--- src/rtl/mag_com_seq_if.sv ---
// mag_com_seq_if -- job handshake and result bus for mag_com_seq.
//
// Parameter:
//   W      operand width in bits (multiple of 4, >= 4)
// Signals:
//   start  job request, sampled by the controller only while busy=0
//   A, B   operands, captured on the accepting edge
//   busy   high while a job is in progress
//   done   one-cycle pulse when E/G/L have just been updated
//   E/G/L  registered result: A == B / A > B / A < B
// Modports:
//   master  requester side (drives start/A/B)
//   slave   controller side (drives busy/done/E/G/L)
interface mag_com_seq_if #(
  parameter int W = 16
);
  logic         start;
  logic [W-1:0] A;
  logic [W-1:0] B;
  logic         busy;
  logic         done;
  logic         E;
  logic         G;
  logic         L;

  modport master (
    output start, A, B,
    input  busy, done, E, G, L
  );

  modport slave (
    input  start, A, B,
    output busy, done, E, G, L
  );
endinterface

--- src/rtl/mag_com_seq.sv ---
// mag_com_seq -- sequential W-bit unsigned magnitude comparator.
//
// A single 4-bit comparator slice (mag_com_4bit) is stepped across the
// captured operands one nibble per clock, most-significant nibble first.
// The first unequal nibble decides the result; later nibbles cannot
// override it.
//
// Ports:
//   clk   rising-edge clock
//   rst   asynchronous, active-high reset (aborts any job in flight)
//   bus   mag_com_seq_if.slave: start/A/B in, busy/done/E/G/L out
//
// Build option:
//   MAG_SEQ_EARLY_EXIT_EN  when defined, a job ends on the first unequal
//                          nibble (latency 1..NIB); otherwise every job
//                          scans all NIB nibbles (latency fixed at NIB).
//                          The result is the same either way.

// 4-bit unsigned comparator slice.
module mag_com_4bit (
  input  logic [3:0] A,
  input  logic [3:0] B,
  output logic       E,
  output logic       G,
  output logic       L
);
  assign E = (A == B);
  assign G = (A >  B);
  assign L = (A <  B);
endmodule

module mag_com_seq #(
  parameter int W = 16
) (
  input logic         clk,
  input logic         rst,
  mag_com_seq_if.slave bus
);
  localparam int NIB  = W / 4;
  localparam int IDXW = (NIB > 1) ? $clog2(NIB) : 1;
  localparam logic [IDXW-1:0] IDX_TOP = IDXW'(NIB - 1);

  typedef enum logic {IDLE, CMP} state_t;

  state_t          state;
  logic [W-1:0]    a_q;
  logic [W-1:0]    b_q;
  logic [IDXW-1:0] idx;
  logic            dec_g;   // sticky: an earlier nibble found A > B
  logic            dec_l;   // sticky: an earlier nibble found A < B
  logic            busy_q;
  logic            done_q;
  logic            e_q;
  logic            g_q;
  logic            l_q;

  logic [3:0]      a_nib;
  logic [3:0]      b_nib;
  logic            nib_e;
  logic            nib_g;
  logic            nib_l;
  logic            decided;
  logic            fin_e;
  logic            fin_g;
  logic            fin_l;
  logic            last;

  // Nibble select feeding the single comparator slice.
  always_comb begin
    a_nib = a_q[4*int'(idx) +: 4];
    b_nib = b_q[4*int'(idx) +: 4];
  end

  mag_com_4bit u_slice (
    .A (a_nib),
    .B (b_nib),
    .E (nib_e),
    .G (nib_g),
    .L (nib_l)
  );

  // Decision after including the current nibble. Once an earlier nibble has
  // decided, the current slice result is ignored; E survives only if no
  // nibble so far has differed.
  always_comb begin
    decided = dec_g | dec_l;
    fin_g   = dec_g | (~decided & nib_g);
    fin_l   = dec_l | (~decided & nib_l);
    fin_e   = ~decided & nib_e;
`ifdef MAG_SEQ_EARLY_EXIT_EN
    last    = (idx == '0) | fin_g | fin_l;
`else
    last    = (idx == '0);
`endif
  end

  // Operand capture. These registers are only read in CMP, which is always
  // entered through a capture, so they carry no reset.
  // NOTE: datapath-only registers are left unreset; resetting them would add
  // fan-out on rst without changing any observable behaviour.
  always_ff @(posedge clk) begin
    if (state == IDLE && bus.start) begin
      a_q <= bus.A;
      b_q <= bus.B;
    end
  end

  // Control FSM with registered outputs.
  // NOTE: all state here uses non-blocking assignments so every register
  // samples pre-edge values, independent of statement order.
  always_ff @(posedge clk or posedge rst) begin
    if (rst) begin
      state  <= IDLE;
      idx    <= '0;
      dec_g  <= 1'b0;
      dec_l  <= 1'b0;
      busy_q <= 1'b0;
      done_q <= 1'b0;
      e_q    <= 1'b0;
      g_q    <= 1'b0;
      l_q    <= 1'b0;
    end else begin
      done_q <= 1'b0;
      case (state)
        IDLE: begin
          if (bus.start) begin
            idx    <= IDX_TOP;
            dec_g  <= 1'b0;
            dec_l  <= 1'b0;
            busy_q <= 1'b1;
            state  <= CMP;
          end
        end
        CMP: begin
          if (last) begin
            e_q    <= fin_e;
            g_q    <= fin_g;
            l_q    <= fin_l;
            done_q <= 1'b1;
            busy_q <= 1'b0;
            state  <= IDLE;
          end else begin
            idx   <= idx - 1'b1;
            dec_g <= fin_g;
            dec_l <= fin_l;
          end
        end
        default: state <= IDLE;
      endcase
    end
  end

  assign bus.busy = busy_q;
  assign bus.done = done_q;
  assign bus.E    = e_q;
  assign bus.G    = g_q;
  assign bus.L    = l_q;
endmodule

--- src/flat_wrapper.sv ---
// flat-port wrapper written by rule: the top's interface ports become plain ports
module mag_com_seq_flat 
#(
  parameter int W = 16
)
  (clk, rst, bus_start, bus_A, bus_B, bus_busy, bus_done, bus_E, bus_G, bus_L);
  mag_com_seq_if #(.W(W)) bus_i ();
  input logic clk;
  input logic rst;
  input wire logic [$bits(bus_i.start)-1:0] bus_start;
  input wire logic [$bits(bus_i.A)-1:0] bus_A;
  input wire logic [$bits(bus_i.B)-1:0] bus_B;
  output wire logic [$bits(bus_i.busy)-1:0] bus_busy;
  output wire logic [$bits(bus_i.done)-1:0] bus_done;
  output wire logic [$bits(bus_i.E)-1:0] bus_E;
  output wire logic [$bits(bus_i.G)-1:0] bus_G;
  output wire logic [$bits(bus_i.L)-1:0] bus_L;
  assign bus_i.start = bus_start;
  assign bus_i.A = bus_A;
  assign bus_i.B = bus_B;
  assign bus_busy = bus_i.busy;
  assign bus_done = bus_i.done;
  assign bus_E = bus_i.E;
  assign bus_G = bus_i.G;
  assign bus_L = bus_i.L;
  mag_com_seq #(.W(W)) u_core (.clk(clk), .rst(rst), .bus(bus_i));
endmodule
--- config.mk ---
export PLATFORM = sky130hd
export DESIGN_NAME = mag_com_seq_flat
export DESIGN_NICKNAME = d
export VERILOG_FILES = /design/src/rtl/mag_com_seq_if.sv /design/src/rtl/mag_com_seq.sv /design/src/flat_wrapper.sv
export SDC_FILE = /design/constraint.sdc
export NUM_CORES = 1
export LEC_CHECK = 0
export CELL_PAD_IN_SITES_DETAIL_PLACEMENT = 1
export CELL_PAD_IN_SITES_GLOBAL_PLACEMENT = 1
export CORE_ASPECT_RATIO = 0.5
export CORE_MARGIN = 2
export CORE_UTILIZATION = 42
export CTS_BUF_LIST = sky130_fd_sc_hd__clkbuf_8
export CTS_CLUSTER_SIZE = 20
export DETAILED_ROUTE_END_ITERATION = 7
export PLACE_DENSITY = 0.82
export SLEW_MARGIN = 20
export SYNTH_ARGS = -nofsm -noshare
export SYNTH_HDL_FRONTEND = slang
export SYNTH_HIERARCHICAL = 1
export SYNTH_SLANG_ARGS = --single-unit
export TNS_END_PERCENT = 50
--- constraint.sdc ---
create_clock -name clk -period 2.5 [get_ports clk]
set_input_delay 0.5 -clock clk [delete_from_list [all_inputs] [get_ports clk]]
set_output_delay 0.5 -clock clk [all_outputs]
set_load 0.005 [all_outputs]
==> results.cfg, run 1 <==
[global_route]
globalRouteOverflowTotal = 0
grt_pass1_vias = 1008
maximum_number_of_pins_on_one_net_before_global_route_repair = 18
globalRouteTotalUtil_pct = 15.7
antenna_violations_before_repair = 0
grt_pass1_wl_um = 5180

[timing]
fmaxAchievable_ghz = 0.450
finalWorstSetupSlack_ns = 0.278
final.period_utilization_pct = 88.9
final_max_slew_viol_count = 0
totalNegativeSetupSlack_ns = 0
rsz_0062_raised_after_global_routing = no
relSlewSlack_pct = 70.0
post-route-min-period_ns = 2.22
clock_skew_ns = 0.00417
report.final.hold_viol_count = 0
worstMarginPinSlew_ns = 0.451
hold-worst-slack_ns = 0.476
final-setup-viol-count = 0

[worst_setup_path]
critical_path.startpoint_type = flop
crit_path_max_fanout = 9
setup.worst_path.end_class = flop
arrival_ns = 2.43
timing.setup.critical_path_class = flop to flop
cp.required_ns = 2.71
worst-r2r-setup-slack_ns = 0.28

[die]
row_count = 16
initial_core_util_pct = 43.4
core_area_um2 = 3880
die-width_um = 93.6
num_io_pins = 40
floorplan_die_area_um2 = 4560
die-height_um = 48.8

[yosys]
avgSynthCellArea_um2 = 17.9
synth_xor_xnor_area_share_pct = 0
post_synthesis_compound_gate_area_fraction_pct = 5.20
netlist_instances = 94
ys_seq_area_share_pct = 71.9
post_synth_mux_area_share_pct = 11.4
synth_nets = 134
synth.top_cells.by_area = edfxtp_1 (57%), dfrtp_1 (15%), mux4_2 (11%)
post_synth_instance_area_um2 = 1680
synth_adder_area_share_pct = 3.71
yosysUniqueCellTypes = 23
synth.largest_area_cell = edfxtp_1
combinational_family_with_the_most_area_after_synthesis = multiplexers
yosys_warnings = 6
netlist.area_leader.share_pct = 57.1
ys_seq_elements = 42
synth_simple_gate_area_share_pct = 4.38

[placement]
pre_cts_slack_ns = 0.351
hpwlAfterDp_um = 2380
gp_congestion = 0.736
place_area_um2 = 2150
port_buffers = 39

[pwr]
power.static_leakage_nw = 0.855
worst_ir_drop_vdd_v = 0.000445
internal_power_mw = 1.63
seq_power_share_pct = 43.2
p_switching_uw = 748
comb_power_share_pct = 40.3
pwr_density_nw_per_um2 = 1070
power.share.clock_pct = 16.5
p_sw_share_pct = 31.5
fin_total_pwr_mw = 2.38

[routing]
wl_per_cell_um = 16.2
drc = 0
routed_wl_um = 3160
vias = 931
detail_route.vias_per_cell = 4.77
detail_route.first_pass.iterations = 3
drt_first_iter_violations = 36
route.antenna.remaining_nets = 0

[clock_network]
clkTransAtPathRegs_ns = 0.07
numCtsBuffers = 5
worstSkewPairLatency_ns = 0.28
cts-root-buf = clkbuf_8
cts_max_path_buffers = 2
htree_levels = 2
cts_setup_buffers = 0
cts_repair_resize_count = 0
tritoncts_num_sinks = 42
cts_tree = built
cts_hold_repair.buffers = 0

[worst_hold_path]
worst_min_path_class = flop to flop

[layout]
antenna-diode-count = 0
number_of_nets_in_the_layout = 181
finalInstanceArea_um2 = 2220
drive_above_1_share_pct = 14.2
layout-area-overhead-vs-synth_pct = 32.1

[job]
max_cap_violations = 0

[outcome]
status = completed
cells in the mapped netlist:
cell type / count
a22o_1: 1
inv_1: 11
a21oi_1: 3
and2_1: 1
dfrtp_1: 10
edfxtp_1: 32
mux2_2: 1
buf_6: 1
mux4_2: 8
nor2_1: 1
o21bai_4: 1
nand2b_1: 3
nor3_1: 1
a21oi_2: 1
nor2b_4: 1
a2bb2oi_1: 1
buf_2: 1
ha_1: 5
a31oi_1: 1
nand2_1: 7
o21ai_0: 1
o22ai_1: 1
a32o_1: 1
cells in the final DEF (no fill, tap or decap), drive strengths merged:
cell type,Yosys,routed
a21oi,4,4
a22o,1,1
a2bb2oi,1,1
a31oi,1,1
a32o,1,1
and2,1,1
buf,2,3
clkbuf,0,5
clkdlybuf4s50,0,39
dfrtp,10,10
edfxtp,32,32
ha,5,5
inv,11,13
mux2,1,1
mux4,8,8
nand2,7,7
nand2b,3,3
nor2,1,1
nor2b,1,1
nor3,1,1
o21ai,1,1
o21bai,1,1
o22ai,1,1
cell type report:
type / count / area (µm²)
repair buffers: 42 / 413
clock buffers: 5 / 68.8
clock inverters: 2 / 7.51
fillers: 378 / 1660
flip-flops and latches: 42 / 1210
multi-input cells: 39 / 415
inverters: 11 / 41.3
well taps: 54 / 67.6
logic make-up after synthesis:
| group | Yosys count |
|---|---|
| AND/OR/NAND/NOR | 14 |
| AO/OA/AOI/OAI | 11 |
| buffers and inverters | 13 |
| multiplexers | 9 |
| adder cells (fa/ha/maj) | 5 |
| flip-flops | 42 |
worst paths after layout:
kind	start	to	cells past startpoint
max	u_core/idx[0]	u_core/bus.L	7
min	u_core/bus.busy	u_core/bus.busy	2
max reg2reg	u_core/idx[0]	u_core/bus.L	7
min reg2reg	u_core/bus.busy	u_core/bus.busy	2
max in group asynchronous	rst	u_core/idx[0]	2
min in group asynchronous	rst	u_core/bus.done	2
sequential cells by signal, indices dropped and copies added, names as in the netlist:
signal           flops
u_core/a_q          16
u_core/b_q          16
u_core/idx           2
u_core/bus.E         1
u_core/bus.G         1
u_core/bus.L         1
u_core/bus.busy      1
u_core/bus.done      1
u_core/dec_g         1
u_core/dec_l         1
u_core/state         1
per-stage QoR:
step	instances	util (%)
2_1_floorplan	94	-
3_3_place_gp	188	55.3
3_5_place_dp	188	55.3
4_1_cts	195	57.3
5_1_grt	195	57.3
6_report	195	57.3
power by group through the flow:
stage	combinational (mW)	clock, mW	sequential (mW)
final	0.957	0.392	1.03
after global routing	1.05	0.437	1.05
after global placement	0.891	0	1.03
after detailed placement	0.949	0	1.05
after CTS	0.970	0.410	1.03
after floorplan	0.689	0	1.00
critical path: stages, from the launching register on:
cell and delay (ns):
dfrtp_1 0.33, buf_4 0.22, mux4_2 0.54, ha_1 0.33, a21oi_1 0.31, and2_1 0.22
a21oi_1 0.07, o21ai_0 0.13
layer usage:
layer  part of all wire [%]  vias to the layer above  GRT usage [%]  wire length (µm)
li1                       -                      443              -                 -
met5                      0                        -              0                 0
met3                    3.6                        5           3.86               115
met4                    1.4                        0           6.52                44
met1                     44                      461           20.7              1380
met2                     51                       22           25.3              1620
Power figures use the tool's default switching activity.
==> run 2: changes to the inputs <==
--- a/config.mk
+++ b/config.mk
@@ -14,6 +14,7 @@
 export CTS_CLUSTER_SIZE = 20
 export DETAILED_ROUTE_END_ITERATION = 7
 export PLACE_DENSITY = 0.82
+export SETUP_SLACK_MARGIN = 0.3
 export SLEW_MARGIN = 20
 export SYNTH_ARGS = -nofsm -noshare
 export SYNTH_HDL_FRONTEND = slang
==> results.cfg, run 2 (synthesis results as in run 1) <==
[pwr]
pwr_density_nw_per_um2 = 1120
power.static_leakage_nw = 0.880
worst_ir_drop_vdd_v = 0.000434

[timing]
hold-worst-slack_ns = 0.476
worstMarginPinSlew_ns = 0.454
post-route-min-period_ns = 2.13
final_max_slew_viol_count = 0
finalWorstSetupSlack_ns = 0.370
relSlewSlack_pct = 69.7
fmaxAchievable_ghz = 0.469
rsz_0062_raised_after_global_routing = no
clock_skew_ns = 0.00314
final.period_utilization_pct = 85.2
report.final.hold_viol_count = 0
totalNegativeSetupSlack_ns = 0
final-setup-viol-count = 0

[clock_network]
worstSkewPairLatency_ns = 0.28
cts-root-buf = clkbuf_8
htree_levels = 2
cts_tree = built
numCtsBuffers = 5
cts_max_path_buffers = 2
clkTransAtPathRegs_ns = 0.07
cts_hold_repair.buffers = 0
tritoncts_num_sinks = 42

[global_route]
globalRouteTotalUtil_pct = 15.7
globalRouteOverflowTotal = 0
antenna_violations_before_repair = 0
grt_pass1_wl_um = 5200
maximum_number_of_pins_on_one_net_before_global_route_repair = 18
grt_pass1_vias = 1009

[die]
row_count = 16
num_io_pins = 40
core_area_um2 = 3880
initial_core_util_pct = 43.4
floorplan_die_area_um2 = 4560
die-height_um = 48.8
die-width_um = 93.6

[layout]
number_of_nets_in_the_layout = 183
most_common_cell_after_layout_fill_and_taps_aside = clkdlybuf4s50_1
layout_common_cells = clkdlybuf4s50_1 (39), edfxtp_1 (32), inv_1 (13), dfrtp_1 (9), mux4_2 (8)
ff_latch_area_um2 = 1210
layout-area-overhead-vs-synth_pct = 36.1
largestRegisters = u_core/a_q x16, u_core/b_q x16, u_core/idx x2
fillers = 371
antenna-diode-count = 0
multi_input_gate_area_in_the_final_layout_um2 = 437
drive_above_1_share_pct = 18.9

[routing]
vias = 944
drc = 0
drt_first_iter_violations = 67
route.antenna.remaining_nets = 0
detail_route.first_pass.iterations = 4
routed_wl_um = 3450
wl_per_cell_um = 17.5
detail_route.vias_per_cell = 4.79

[placement]
gp_congestion = 0.736
pre_cts_slack_ns = 0.351
port_buffers = 39
hpwlAfterDp_um = 2380

[outcome]
status = completed

[worst_setup_path]
crit_path_max_fanout = 5
timing.setup.critical_path_class = flop to flop
cp.required_ns = 2.71
setup.worst_path.end_class = flop
critical_path.startpoint_type = flop
arrival_ns = 2.34

[worst_hold_path]
worst_min_path_class = flop to flop

[job]
max_cap_violations = 0
run 2: cell count changes in the layout (fill, tap and decap cells not counted), sizes merged:
cell    change
buf         +1
clkbuf      +1
run 2: timing repair:
| action | 4_1_cts | 5_1_grt |
|---|---|---|
| cloned | 0 | 1 |
| setup buffers | 0 | 1 |
| pin swaps | 0 | 4 |
| resized for setup | 2 | 6 |
| endpoints found under the setup margin | 2 | 3 |
run 2: where the power goes:
| group | internal (mW) | switching [mW] |
|---|---|---|
| Sequential | 0.940 | 0.104 |
| Clock | 0.184 | 0.205 |
| Combinational | 0.628 | 0.505 |
run 2: area by class of cell:
class,count,share of cell area (%)
Clock buffer,5,3.00
Clock inverter,2,0.328
Inverter,11,1.80
Multi-Input combinational cell,39,19.1
Sequential cell,42,52.9
Tap cell,54,2.95
Timing Repair Buffer,44,20.0
run 2: stage by stage:
stage	power, mW	std cells	cell area, µm²	utilization, %
6_report	2.57	197	2290	59.0
5_1_grt	2.72	197	2290	59.0
4_1_cts	2.43	195	2230	57.5
3_5_place_dp	2.00	188	2150	55.3
3_3_place_gp	1.93	188	2150	55.3
2_1_floorplan	1.69	94	1680	-
run 2: metal layers:
layer / routed length (µm) / up-vias / GRT usage, %
met1: 1510 / 468 / 20.8
met3: 117 / 4 / 3.86
met5: 0 / - / 0
met4: 36 / 0 / 6.52
li1: - / 449 / -
met2: 1780 / 23 / 25.3
run 2: final timing paths:
check | slack (ns) | depth (start not counted) | startpoint | end
hold reg to reg | 0.48 | 2 | u_core/bus.busy | u_core/bus.busy
hold / removal | 0.48 | 2 | u_core/bus.busy | u_core/bus.busy
min in group asynchronous | 0.50 | 2 | rst | u_core/bus.G
setup reg to reg | 0.37 | 8 | u_core/idx[0] | u_core/bus.G
setup / recovery | 0.37 | 8 | u_core/idx[0] | u_core/bus.G
max in group asynchronous | 1.72 | 2 | rst | u_core/idx[0]
run 2: critical path, cell delays in order, from the launching register on:
cell	delay [ns]
dfrtp_2	0.42
buf_12	0.13
mux4_2	0.53
ha_4	0.30
nand2_2	0.05
o21bai_4	0.18
a21oi_2	0.16
nand2b_1	0.10
a31oi_1	0.16
